## src/rtl/song_pkg.sv

```systemverilog
// Shared definitions for the song sequencer: entry field layout, FSM states, widths.
// Entry: bit15=0 note {note[14:9], dur[8:3]}, bit15=1 advance {wait[14:9]}.
package song_pkg;

    localparam int ENTRY_W        = 16;
    localparam int ENTRY_TYPE_BIT = 15;
    localparam int NOTE_MSB       = 14;
    localparam int NOTE_LSB       = 9;
    localparam int DUR_MSB        = 8;
    localparam int DUR_LSB        = 3;
    localparam int ADV_MSB        = 14;
    localparam int ADV_LSB        = 9;

    localparam int NOTE_W     = 6;
    localparam int DUR_W      = 6;
    localparam int WAIT_W     = ADV_MSB - ADV_LSB + 1;
    localparam int SONG_SEL_W = 2;

    typedef enum logic [2:0] {
        IDLE,
        FETCH,
        DECODE,
        WAIT_BEATS,
        DONE
    } state_e;

    function automatic logic is_advance(input logic [ENTRY_W-1:0] entry);
        return entry[ENTRY_TYPE_BIT];
    endfunction

endpackage

```

## src/rtl/beat_counter.sv

```systemverilog
// Beat-down counter for advance entries: load a wait, decrement on each beat.
// expire_o is high while the count is 1, i.e. the next beat ends the wait.
module beat_counter
    import song_pkg::*;
(
    input  logic              clk,
    input  logic              reset,
    input  logic              load_i,
    input  logic [WAIT_W-1:0] load_val_i,
    input  logic              beat_i,
    output logic              expire_o
);

    logic [WAIT_W-1:0] count_q, count_d;

    always_comb begin
        count_d = count_q;
        if (load_i) begin
            count_d = load_val_i;
        end else if (beat_i && (count_q != '0)) begin
            count_d = count_q - 1'b1;
        end
    end

    always_ff @(posedge clk) begin
        if (reset) begin
            count_q <= '0;
        end else begin
            count_q <= count_d;
        end
    end

    assign expire_o = (count_q == WAIT_W'(1));

endmodule

```

## src/rtl/song_reader.sv

```systemverilog
// Walks one song in the song ROM, dispatching notes round-robin and stalling on advance entries.
// Optional SONG_READER_LOOP_EN: restart at offset 0 of the latched song instead of stopping in DONE.
module song_reader
    import song_pkg::*;
#(
    parameter int NUM_VOICES    = 3,
    parameter int SONG_LEN_LOG2 = 5
) (
    input  logic                                clk,
    input  logic                                reset,
    input  logic                                play,
    input  logic [SONG_SEL_W-1:0]               song,
    input  logic                                beat,
    output logic [SONG_SEL_W+SONG_LEN_LOG2-1:0] rom_addr,
    input  logic [ENTRY_W-1:0]                  rom_dout,
    output logic [NUM_VOICES-1:0]               note_load,
    output logic [NOTE_W-1:0]                   note,
    output logic [DUR_W-1:0]                    duration,
    output logic                                song_done,
    output logic                                busy
);

    localparam int PTR_W = (NUM_VOICES > 1) ? $clog2(NUM_VOICES) : 1;
    localparam logic [SONG_LEN_LOG2-1:0] LAST_OFS = '1;

    state_e                   state_q, state_d;
    logic [SONG_SEL_W-1:0]    song_q, song_d;
    logic [SONG_LEN_LOG2-1:0] offset_q, offset_d;
    logic [PTR_W-1:0]         ptr_q, ptr_d;
    logic [NOTE_W-1:0]        note_q, note_d;
    logic [DUR_W-1:0]         dur_q, dur_d;
    logic [NUM_VOICES-1:0]    load_q, load_d;
    logic                     done_q, done_d;

    logic                     cnt_load, cnt_beat, cnt_expire, advance;
    logic [WAIT_W-1:0]        adv_wait;
    logic                     unused_rom_bits;

    assign adv_wait        = rom_dout[ADV_MSB:ADV_LSB];
    assign unused_rom_bits = ^rom_dout[DUR_LSB-1:0];

    beat_counter u_beat_counter (
        .clk       (clk),
        .reset     (reset),
        .load_i    (cnt_load),
        .load_val_i(adv_wait),
        .beat_i    (cnt_beat),
        .expire_o  (cnt_expire)
    );

    always_comb begin
        state_d  = state_q;
        song_d   = song_q;
        offset_d = offset_q;
        ptr_d    = ptr_q;
        note_d   = note_q;
        dur_d    = dur_q;
        load_d   = '0;
        done_d   = 1'b0;
        cnt_load = 1'b0;
        cnt_beat = 1'b0;
        advance  = 1'b0;

        // play low outside IDLE/DONE holds everything where it is
        case (state_q)
            IDLE: begin
                if (play) begin
                    song_d   = song;
                    offset_d = '0;
                    state_d  = FETCH;
                end
            end
            FETCH: begin
                if (play) state_d = DECODE;
            end
            DECODE: begin
                if (play) begin
                    if (!is_advance(rom_dout)) begin
                        note_d  = rom_dout[NOTE_MSB:NOTE_LSB];
                        dur_d   = rom_dout[DUR_MSB:DUR_LSB];
                        load_d  = NUM_VOICES'(1) << ptr_q;
                        ptr_d   = (ptr_q == PTR_W'(NUM_VOICES - 1)) ? '0 : ptr_q + 1'b1;
                        advance = 1'b1;
                    end else if (adv_wait != '0) begin
                        cnt_load = 1'b1;
                        state_d  = WAIT_BEATS;
                    end else begin
                        advance = 1'b1;
                    end
                end
            end
            WAIT_BEATS: begin
                if (play && beat) begin
                    cnt_beat = 1'b1;
                    advance  = cnt_expire;
                end
            end
            DONE: begin
                if (!play) state_d = IDLE;
            end
            default: state_d = IDLE;
        endcase

        if (advance) begin
            if (offset_q == LAST_OFS) begin
                done_d = 1'b1;
`ifdef SONG_READER_LOOP_EN
                offset_d = '0;
                state_d  = FETCH;
`else
                state_d  = DONE;
`endif
            end else begin
                offset_d = offset_q + 1'b1;
                state_d  = FETCH;
            end
        end
    end

    always_ff @(posedge clk) begin
        if (reset) begin
            state_q  <= IDLE;
            song_q   <= '0;
            offset_q <= '0;
            ptr_q    <= '0;
            note_q   <= '0;
            dur_q    <= '0;
            load_q   <= '0;
            done_q   <= 1'b0;
        end else begin
            state_q  <= state_d;
            song_q   <= song_d;
            offset_q <= offset_d;
            ptr_q    <= ptr_d;
            note_q   <= note_d;
            dur_q    <= dur_d;
            load_q   <= load_d;
            done_q   <= done_d;
        end
    end

    assign rom_addr  = {song_q, offset_q};
    assign note_load = load_q;
    assign note      = note_q;
    assign duration  = dur_q;
    assign song_done = done_q;
    assign busy      = (state_q != IDLE);

endmodule

```

## config.mk

```make
export PLATFORM = sky130hd
export DESIGN_NAME = song_reader
export DESIGN_NICKNAME = d
export VERILOG_FILES = /design/src/rtl/song_pkg.sv /design/src/rtl/beat_counter.sv /design/src/rtl/song_reader.sv
export SDC_FILE = /design/constraint.sdc
export NUM_CORES = 1
export LEC_CHECK = 0
export BUFFER_PORTS_ARGS = -buffer_cell sky130_fd_sc_hd__buf_2
export CAP_MARGIN = 40
export CORE_MARGIN = 2
export CORE_UTILIZATION = 46
export CTS_BUF_LIST = sky130_fd_sc_hd__clkbuf_16
export CTS_CLUSTER_SIZE = 28
export DETAILED_ROUTE_END_ITERATION = 6
export PLACE_DENSITY = 0.75
export SYNTH_ARGS = -nofsm -noshare
export SYNTH_HDL_FRONTEND = slang
export SYNTH_HIERARCHICAL = 1
export SYNTH_SLANG_ARGS = --single-unit
```

## constraint.sdc

```tcl
create_clock -name clk -period 2.1 [get_ports clk]
set_input_delay 0 -clock clk [delete_from_list [all_inputs] [get_ports clk]]
set_output_delay 0 -clock clk [all_outputs]
set_load 0.02 [all_outputs]
```

==> reports/qor.yml, run 1 <==
status: "finished with violations"
violations: "setup timing"
first_pass_iters: 4
diodes: 0
dieArea_um2: 3943
synth_edf_count: 0
ir_drop_mv: 0.5499
worst_slew_pin_slew_ps: 474.5
worstHoldPathType: "input pin to register"
via_count: 1516
dieHeight_um: 62.80
h-tree-depth: 2
grt_pass1_vias: 1444
cts.sink_count: 34
worstPathCellList: "nand3b_1, nor2_2, or4b_4, or4b_1, a311oi_2"
postSynthAreaPerCell_um2: 9.697
syn-num-nets: 191
critPathMaxStageDelay_ps: 510
relSlewSlack_pct: 68.37
finalWirelength_mm: 4.051
ant_nets: 0
path_clk_slew_ps: 50
antenna_found_initial: 0
cts_root_buffer: "clkbuf_16"
yosysSeqAreaShare_pct: 42.80
cts_buffers: 5
critPathKind: "register to register"
vias_per_cell: 5.574
core_um2: 3337
port_buffers: 42
layout_min_cycle_time_ps: 2108
post-dp-hpwl_mm: 2.619
cp.arrival_ps: 2290
slowest_stage: "or4b_1"
synthArstFlopShare_pct: 0
layout_setup_ws_ps: -7.712
maxCapViolCount: 0
initial_core_util_pct: 47.66
critPathBufInv: 0
clk_latency_ps: 280
cts_tree: "done"
drt_iter0_drc: 76
p_leak_nw: 0.9746
drc: 0
synth-seq-cells: 34
syn_inst: 164
clk_path_buf_depth: 2
pre_cts_slack_ps: -9.092
rows: 21
setup_violations: 1
critPathRequiredTime_ps: 2280
drive_gt1_share_pct: 30.97
crit_family: "simple AND/OR/NAND/NOR gates"
critPathMaxFanout: 7
yosysWarnings: 6
dieWidth_um: 62.80
grt_overflow: 0
io_pins: 46
drv_slew: 0
wl_per_cell_um: 14.89
hold_viol_final: 0
clock.fmax_ghz: 0.4744
grt_max_degree: 25
synthDistinctLibCells: 50
syn_area_um2: 1590
grt_usage_pct: 21.52
grt_pass1_wl_mm: 6.610
power_per_cell_area_nw_per_um2: 808.6
num-nets-final: 252
synth_ff_type: "dfxtp_1"
fin_crit_sh_pct: 100.4
end_kind: "register"
skew_ps: 5.487
startpoint_type: "register"
routabilityCongestion: 0.8716
place_area_um2: 1849
area_delta_synth_final_pct: 39.02
fin_area_um2: 2211
## layout by cell type (no fill, tap or decap), types with 3 or more instances in the layout
| cell | netlist | routed |
|---|---|---|
| dfxtp_1 | 34 | 34 |
| o22ai_1 | 4 | 4 |
| or2_2 | 3 | 3 |
| dlygate4sd3_1 | 0 | 14 |
| or3_1 | 3 | 3 |
| a22o_1 | 12 | 12 |
| ha_1 | 5 | 5 |
| o211ai_1 | 3 | 3 |
| clkbuf_16 | 0 | 5 |
| nand2_1 | 11 | 11 |
| nand3_1 | 4 | 4 |
| buf_2 | 1 | 42 |
| mux2i_1 | 4 | 4 |
| a21oi_1 | 4 | 4 |
| inv_1 | 7 | 7 |
| nor4b_1 | 4 | 4 |
| nor2_1 | 10 | 9 |
| buf_4 | 1 | 7 |
| o21ai_0 | 3 | 3 |
## worst min-delay path: stages
cell and delay (ps):
buf_2 150, nand3_1 100, a21oi_1 60
## area by class of cell
| type | count | area [um^2] |
|---|---|---|
| multi-input cells | 114 | 854.6 |
| clock inverters | 3 | 63.81 |
| repair buffers | 63 | 402.9 |
| inverters | 7 | 26.28 |
| well taps | 46 | 57.56 |
| flip-flops and latches | 34 | 680.7 |
| clock buffers | 5 | 125.1 |
| fillers | 249 | 1126 |
## cell families (layout without fill, tap and decap cells)
kind of cell / after synthesis / in the layout / synth area share (%)
adders and majority gates: 5 / 5 / 3.934
buffers and inverters: 16 / 78 / 4.563
and+or+nand+nor: 57 / 57 / 22.42
muxes: 4 / 4 / 2.518
AOI/OAI and AO/OA: 48 / 48 / 23.76
DFF: 34 / 34 / 42.80
## sequential cells by signal, indices dropped and copies added (netlist names)
signal and cells:
state_q 3, duration 6, note_load 3, u_beat_counter/count_q 6, song_done 1, song_q 2
note 6, offset_q 5, ptr_q 2
## cells in the mapped netlist (3+ instances only)
master,instances,share of area [%]
clkbuf_1,5,1.2
ha_1,5,3.9
nor4_1,3,1.2
o211ai_1,3,1.4
nand3_1,4,1.3
inv_1,7,1.7
a21oi_1,4,1.3
dfxtp_1,34,43
o21ai_0,3,0.94
o22ai_1,4,1.6
or3_1,3,1.2
a311oi_1,3,1.7
mux2i_1,4,2.5
nand2_1,11,2.6
or2_2,3,1.2
nor4b_1,4,2.2
nor2_1,10,2.4
a22o_1,12,6.6
## power breakdown
part	switching [mW]	leakage [nW]	internal, mW
clock network	0.262	0.0915	0.675
registers	0.00977	0.275	0.661
logic	0.0970	0.608	0.0838
## path summary, 6_finish.rpt
kind / slack, ps / from / endpoint / cells past startpoint
max: -8 / state_q[2] / u_beat_counter/count_q[5] / 5
min: 90 / play / state_q[2] / 3
max reg2reg: -8 / state_q[2] / u_beat_counter/count_q[5] / 5
min reg2reg: 480 / duration[3] / duration[3] / 1
## metal layers
| layer | up-vias | routed length, um | track usage, % |
|---|---|---|---|
| li1 | 739 | - | - |
| met1 | 718 | 1690 | 24.74 |
| met2 | 46 | 2051 | 35.22 |
| met3 | 13 | 194 | 7.748 |
| met4 | 0 | 114 | 10.83 |
| met5 | - | 0 | 0 |
## timing repair
item | 4_1_cts | 5_1_grt
hold endpoints to repair | 14 | 0
resized for setup | 1 | 3
buffers inserted | 1 | 1
hold buffers | 14 | 0
endpoints found under the setup margin | 1 | 3
pin swaps | 1 | 1
## metrics by stage
step | TNS [ps] | instances | hold slack (ps) | util [%] | power (mW)
global route | -33.79 | 272 | 114.4 | 66.25 | 1.837
detailed placement | -9.092 | 248 | 211.1 | 55.42 | 0.8339
global placement | 0 | 248 | 211.4 | 55.42 | 0.8282
floorplan | 0 | 164 | 125.5 | - | 0.7772
CTS | 0 | 271 | 79.28 | 65.69 | 1.791
finish | -7.712 | 272 | 87.90 | 66.25 | 1.788
Power figures use the tool's default switching activity.
==> run 2: changes to the inputs <==
- CORE_MARGIN: 2 -> 8
- CTS_CLUSTER_DIAMETER: default -> 150
==> reports/qor.yml, run 2 (synthesis results as in run 1) <==
status: "finished, final reports clean"
io_pins: 46  # unchanged
diodes: 0  # unchanged
final_common_cell: "buf_2"
worstHoldPathType: "input pin to register"
fin_area_um2: 2178  # -1.5%
dieWidth_um: 74.80  # +19%
worstPathCellList: "nand3b_1, nor2_2, or4b_4, or4b_1, a311oi_1"
clk_latency_ps: 280  # about the same
cts.sink_count: 34  # unchanged
tns_ps: 0  # +7.712 ps
grtUsageMet1_pct: 18.54  # -6.2 points
grt_pass1_wl_mm: 7.072  # +7.0%
drv_slew: 0  # unchanged
routabilityCongestion: 0.9150  # +5.0%
hold_viol_final: 0  # unchanged
via_count: 1520  # +0.26%
first_pass_iters: 4  # unchanged
slowest_stage: "or4b_4"
reg2regPathDepth: 5  # unchanged
cts_tree: "done"
worst_slew_pin_slew_ps: 510.0  # +35.55 ps
ir_drop_mv: 0.5426  # -1.3%
wl_per_cell_um: 16.40  # +10%
r2r_end: "u_beat_counter/count_q[5]"
grt_busiest_layer: "met2"
drive_gt1_share_pct: 30.67  # -0.31 points
power_per_cell_area_nw_per_um2: 775.0  # -4.2%
maxCapViolCount: 0  # unchanged
clk_path_buf_depth: 2  # unchanged
layout_setup_ws_ps: 104.1  # +111.8 ps
area_delta_synth_final_pct: 36.98
cp.arrival_ps: 2190  # -100 ps
place_area_um2: 1857  # +0.41%
critPathMaxFanout: 4  # -3
end_kind: "register"
gr-usage-met2_pct: 29.24  # -6.0 points
initial_core_util_pct: 47.66  # unchanged
dieArea_um2: 5594  # +42%
finalWirelength_mm: 4.444  # +9.7%
cts_root_buffer: "clkbuf_16"
pre_cts_slack_ps: 103.6  # +112.7 ps
postLayoutCoreUtil_pct: 65.28  # -0.97 points
met3_usage_pct: 4.927  # -2.8 points
core_um2: 3337  # unchanged
drt_iter0_drc: 106  # +39%
rows: 21  # unchanged
vias_per_cell: 5.609  # +0.63%
critPathMaxStageDelay_ps: 490  # -20 ps
ff2ff_setup_slack_ps: 100  # +110 ps
relSlewSlack_pct: 66.00  # -2.4 points
skew_ps: 6.195  # +0.7077 ps
ant_nets: 0  # unchanged
hold_end: "note_load[1]"
critPathKind: "register to register"
final_cell_mix: "buf_2 (42), dfxtp_1 (34), dlygate4sd3_1 (14), a22o_1 (12), nand2_1 (11)"
setup_violations: 0  # -1
cts_buffers: 5  # unchanged
port_buffers: 42  # unchanged
grt_overflow: 0  # unchanged
layout_min_cycle_time_ps: 1996  # -111.8 ps
fin_crit_sh_pct: 95.04  # -5.3 points
antenna_found_initial: 0  # unchanged
holdCritStartpoint: "rom_dout[15]"
num-nets-final: 251  # -0.40%
path_clk_slew_ps: 50  # about the same
p_leak_nw: 0.9548  # -2.0%
startpoint_type: "register"
worstReg2RegStart: "state_q[2]"
total_power_mw: 1.688  # -5.6%
clock.fmax_ghz: 0.5010  # +5.6%
dieHeight_um: 74.80  # +19%
grt_max_degree: 25  # unchanged
h-tree-depth: 2  # unchanged
grt_usage_pct: 16.68  # -4.8 points
post-dp-hpwl_mm: 3.007  # +15%
critPathRequiredTime_ps: 2290  # about the same
holdPathStages: 4  # +1
grt_pass1_vias: 1453  # +0.62%
rsz0062_at_grt: "false"
drc: 0  # unchanged
==> run 2: changes by cell type in the layout (fill, tap and decap cells not counted), sizes merged <==
| cell | delta |
|---|---|
| buf | -1 |
| bufinv | -1 |
| clkinv | -1 |
| clkinvlp | +2 |
==> run 2: layout make-up <==
class / instances / area [um^2]
inverter: 7 / 26.28
sequential: 34 / 680.7
tap: 46 / 57.56
clock buffer: 5 / 125.1
multi-input combinational: 114 / 848.3
clock inverter: 3 / 45.04
timing repair buffer: 62 / 395.4
fill: 282 / 1159
==> run 2: worst max-delay path, delay by kind of cell, from the launching register on <==
kind | cells | cell delay (ps)
flops | 1 | 310
compound gates | 1 | 240
simple gates | 4 | 1360
==> run 2: what timing repair did <==
item	CTS	global route
setup buffers	0	0
hold endpoints to repair	14	0
hold buffers	14	0
setup endpoints to repair	0	4
resized for setup	0	3
==> run 2: per-layer routing <==
metal,vias up,wire length (um)
li1,735,-
met1,745,1823
met2,34,2348
met3,6,218
met4,0,53
met5,-,0
==> run 2: per-stage QoR <==
step | hold WS [ps] | std cells
after floorplan | 125.5 | 164
after global placement | 211.3 | 249
after detailed placement | 220.2 | 249
after CTS | 90.40 | 271
after global routing | 112.5 | 271
final | 98.58 | 271
==> run 2: how the worst max path moves through the flow <==
stage,slack (ps),startpoint,end
2_1_floorplan,50,state_q[1],u_beat_counter/count_q[5]
3_3_place_gp,170,state_q[2],u_beat_counter/count_q[5]
3_5_place_dp,100,state_q[2],u_beat_counter/count_q[5]
4_1_cts,100,rom_dout[10],u_beat_counter/count_q[1]
5_1_grt,2,state_q[2],u_beat_counter/count_q[5]
6_report,100,state_q[2],u_beat_counter/count_q[5]
==> run 2: report_power, final <==
part           total (mW)  internal [mW]  switching (mW)  leakage (nW)
Sequential          0.670          0.660         0.00984         0.275
Clock               0.840          0.559           0.281        0.0760
Combinational       0.179         0.0814          0.0974         0.604
Total                1.69           1.30           0.388         0.955
==> run 3: changes to the inputs <==
- CORE_UTILIZATION: 46 -> 51
- PLACE_DENSITY: 0.75 -> 0.79
- clock period: 2.1 -> 2.05 ns (I/O delays scaled with it)
==> reports/qor.yml, run 3 (synthesis results as in run 1) <==
power_per_cell_area_nw_per_um2: 834.9  # +7.7%
finalWirelength_mm: 4.450  # +0.14%
ant_nets: 0  # unchanged
hold_viol_final: 0  # unchanged
path_clk_slew_ps: 60  # about the same
ff2ff_setup_slack_ps: 7  # -100 ps
grt_max_degree: 25  # unchanged
worstPathCellList: "nand3b_1, nor2_4, or4b_4, or4b_4, a311oi_2"
drt_iter0_drc: 189  # +78%
clock.fmax_ghz: 0.4896  # -2.3%
grt_overflow: 0  # unchanged
num-nets-final: 254  # +1.2%
area_delta_synth_final_pct: 39.81
setup_violations: 0  # unchanged
critPathMaxStageDelay_ps: 490  # about the same
final_common_cell: "buf_2"
antenna_found_initial: 0  # unchanged
cts.sink_count: 34  # unchanged
critPathMaxFanout: 2  # -2
reg2regPathDepth: 5  # unchanged
cp.arrival_ps: 2220  # +30 ps
clk_path_buf_depth: 2  # unchanged
skew_ps: 5.047  # -1.148 ps
dieArea_um2: 5161  # -7.7%
dieHeight_um: 71.84  # -4.0%
p_leak_nw: 0.9886  # +3.5%
worst_slew_pin_slew_ps: 498.6  # -11.44 ps
end_kind: "register"
cts_tree: "done"
postLayoutCoreUtil_pct: 74.04  # +8.8 points
total_power_mw: 1.856  # +10%
first_pass_iters: 4  # unchanged
critPathKind: "register to register"
fin_crit_sh_pct: 99.64  # +4.6 points
grt_pass1_wl_mm: 6.893  # -2.5%
port_buffers: 42  # unchanged
r2r_end: "u_beat_counter/count_q[5]"
grt_pass1_vias: 1521  # +4.7%
rows: 20  # -4.8%
worstReg2RegStart: "state_q[2]"
core_um2: 3003  # -10%
ir_drop_mv: 0.6050  # +12%
crit_path_frequent_cell: "or4b_4"
cts_buffers: 5  # unchanged
endpoint: "u_beat_counter/count_q[5]"
drive_gt1_share_pct: 32.46  # +1.8 points
startpoint_type: "register"
grt_usage_pct: 16.94  # +0.27 points
wl_per_cell_um: 17.05  # +4.0%
initial_core_util_pct: 52.96  # +5.3 points
maxCapViolCount: 0  # unchanged
dieWidth_um: 71.84  # -4.0%
io_pins: 46  # unchanged
post-dp-hpwl_mm: 2.894  # -3.8%
worstHoldPathType: "input pin to register"
tns_ps: 0  # unchanged
via_count: 1570  # +3.3%
drc: 0  # unchanged
drv_slew: 0  # unchanged
clk_latency_ps: 280  # about the same
slowest_stage: "or4b_4"
final_cell_mix: "buf_2 (42), dfxtp_1 (34), dlygate4sd3_1 (14), a22o_1 (12), nand2_1 (11)"
routabilityCongestion: 0.8497  # -7.1%
crit_path_start: "state_q[2]"
h-tree-depth: 2  # unchanged
status: "finished, final reports clean"
critPathRequiredTime_ps: 2220  # -70 ps
diodes: 0  # unchanged
cts_root_buffer: "clkbuf_16"
layout_min_cycle_time_ps: 2043  # +46.73 ps
relSlewSlack_pct: 66.76  # +0.76 points
timing.hold.ws_ps: 38.66  # -59.92 ps
vias_per_cell: 6.015  # +7.2%
-- run 3: report_power, final --
part           total [mW]  leakage, nW  switching (mW)  internal [mW]
Clock               0.983       0.0940           0.285          0.698
Combinational       0.187        0.620           0.101         0.0863
Sequential          0.686        0.275          0.0103          0.676
-- run 3: repair_timing --
item                                    in CTS  in global routing
hold buffers                                14                  0
pin swaps                                    1                  1
endpoints found under the hold margin       14                  0
setup buffers                                1                  1
resized for setup                            3                  3
endpoints found under the setup margin       2                  6
-- run 3: worst min path at each step --
stage | startpoint | endpoint | cells past startpoint
floorplan | rom_dout[10] | note[1] | 1
global placement | rom_dout[5] | duration[2] | 2
detailed placement | rom_dout[4] | duration[1] | 2
CTS | rom_dout[12] | u_beat_counter/count_q[3] | 3
global route | rom_dout[12] | u_beat_counter/count_q[3] | 3
finish | rom_dout[12] | u_beat_counter/count_q[3] | 3
-- run 3: routing by layer --
layer | track usage [%] | up-vias | part of all wire (%)
li1 | - | 743 | -
met1 | 18.58 | 741 | 41
met2 | 25.81 | 68 | 48
met3 | 6.416 | 18 | 6.7
met4 | 13.15 | 0 | 4.1
met5 | 0 | - | 0
-- run 3: layout make-up --
class                           count  area (um^2)
Clock buffer                        5        125.1
Clock inverter                      3        68.82
Fill cell                         197        779.5
Inverter                            7        26.28
Multi-Input combinational cell    114        863.3
Sequential cell                    34        680.7
Tap cell                           33        41.29
Timing Repair Buffer               65        417.9
-- run 3: stage by stage --
stage,setup slack (ps),area (um^2),instances
2_1_floorplan,2.589,1590,164
3_3_place_gp,32.57,1848,237
3_5_place_dp,-88.38,1848,237
4_1_cts,7.843,2203,260
5_1_grt,-9.903,2223,261
6_report,7.395,2223,261
-- run 3: critical path: cells and delay by family, from the launching register on --
family | cells | cell delay, ps
flip-flops | 1 | 310
AO/OA/AOI/OAI | 1 | 250
AND/OR/NAND/NOR | 4 | 1380
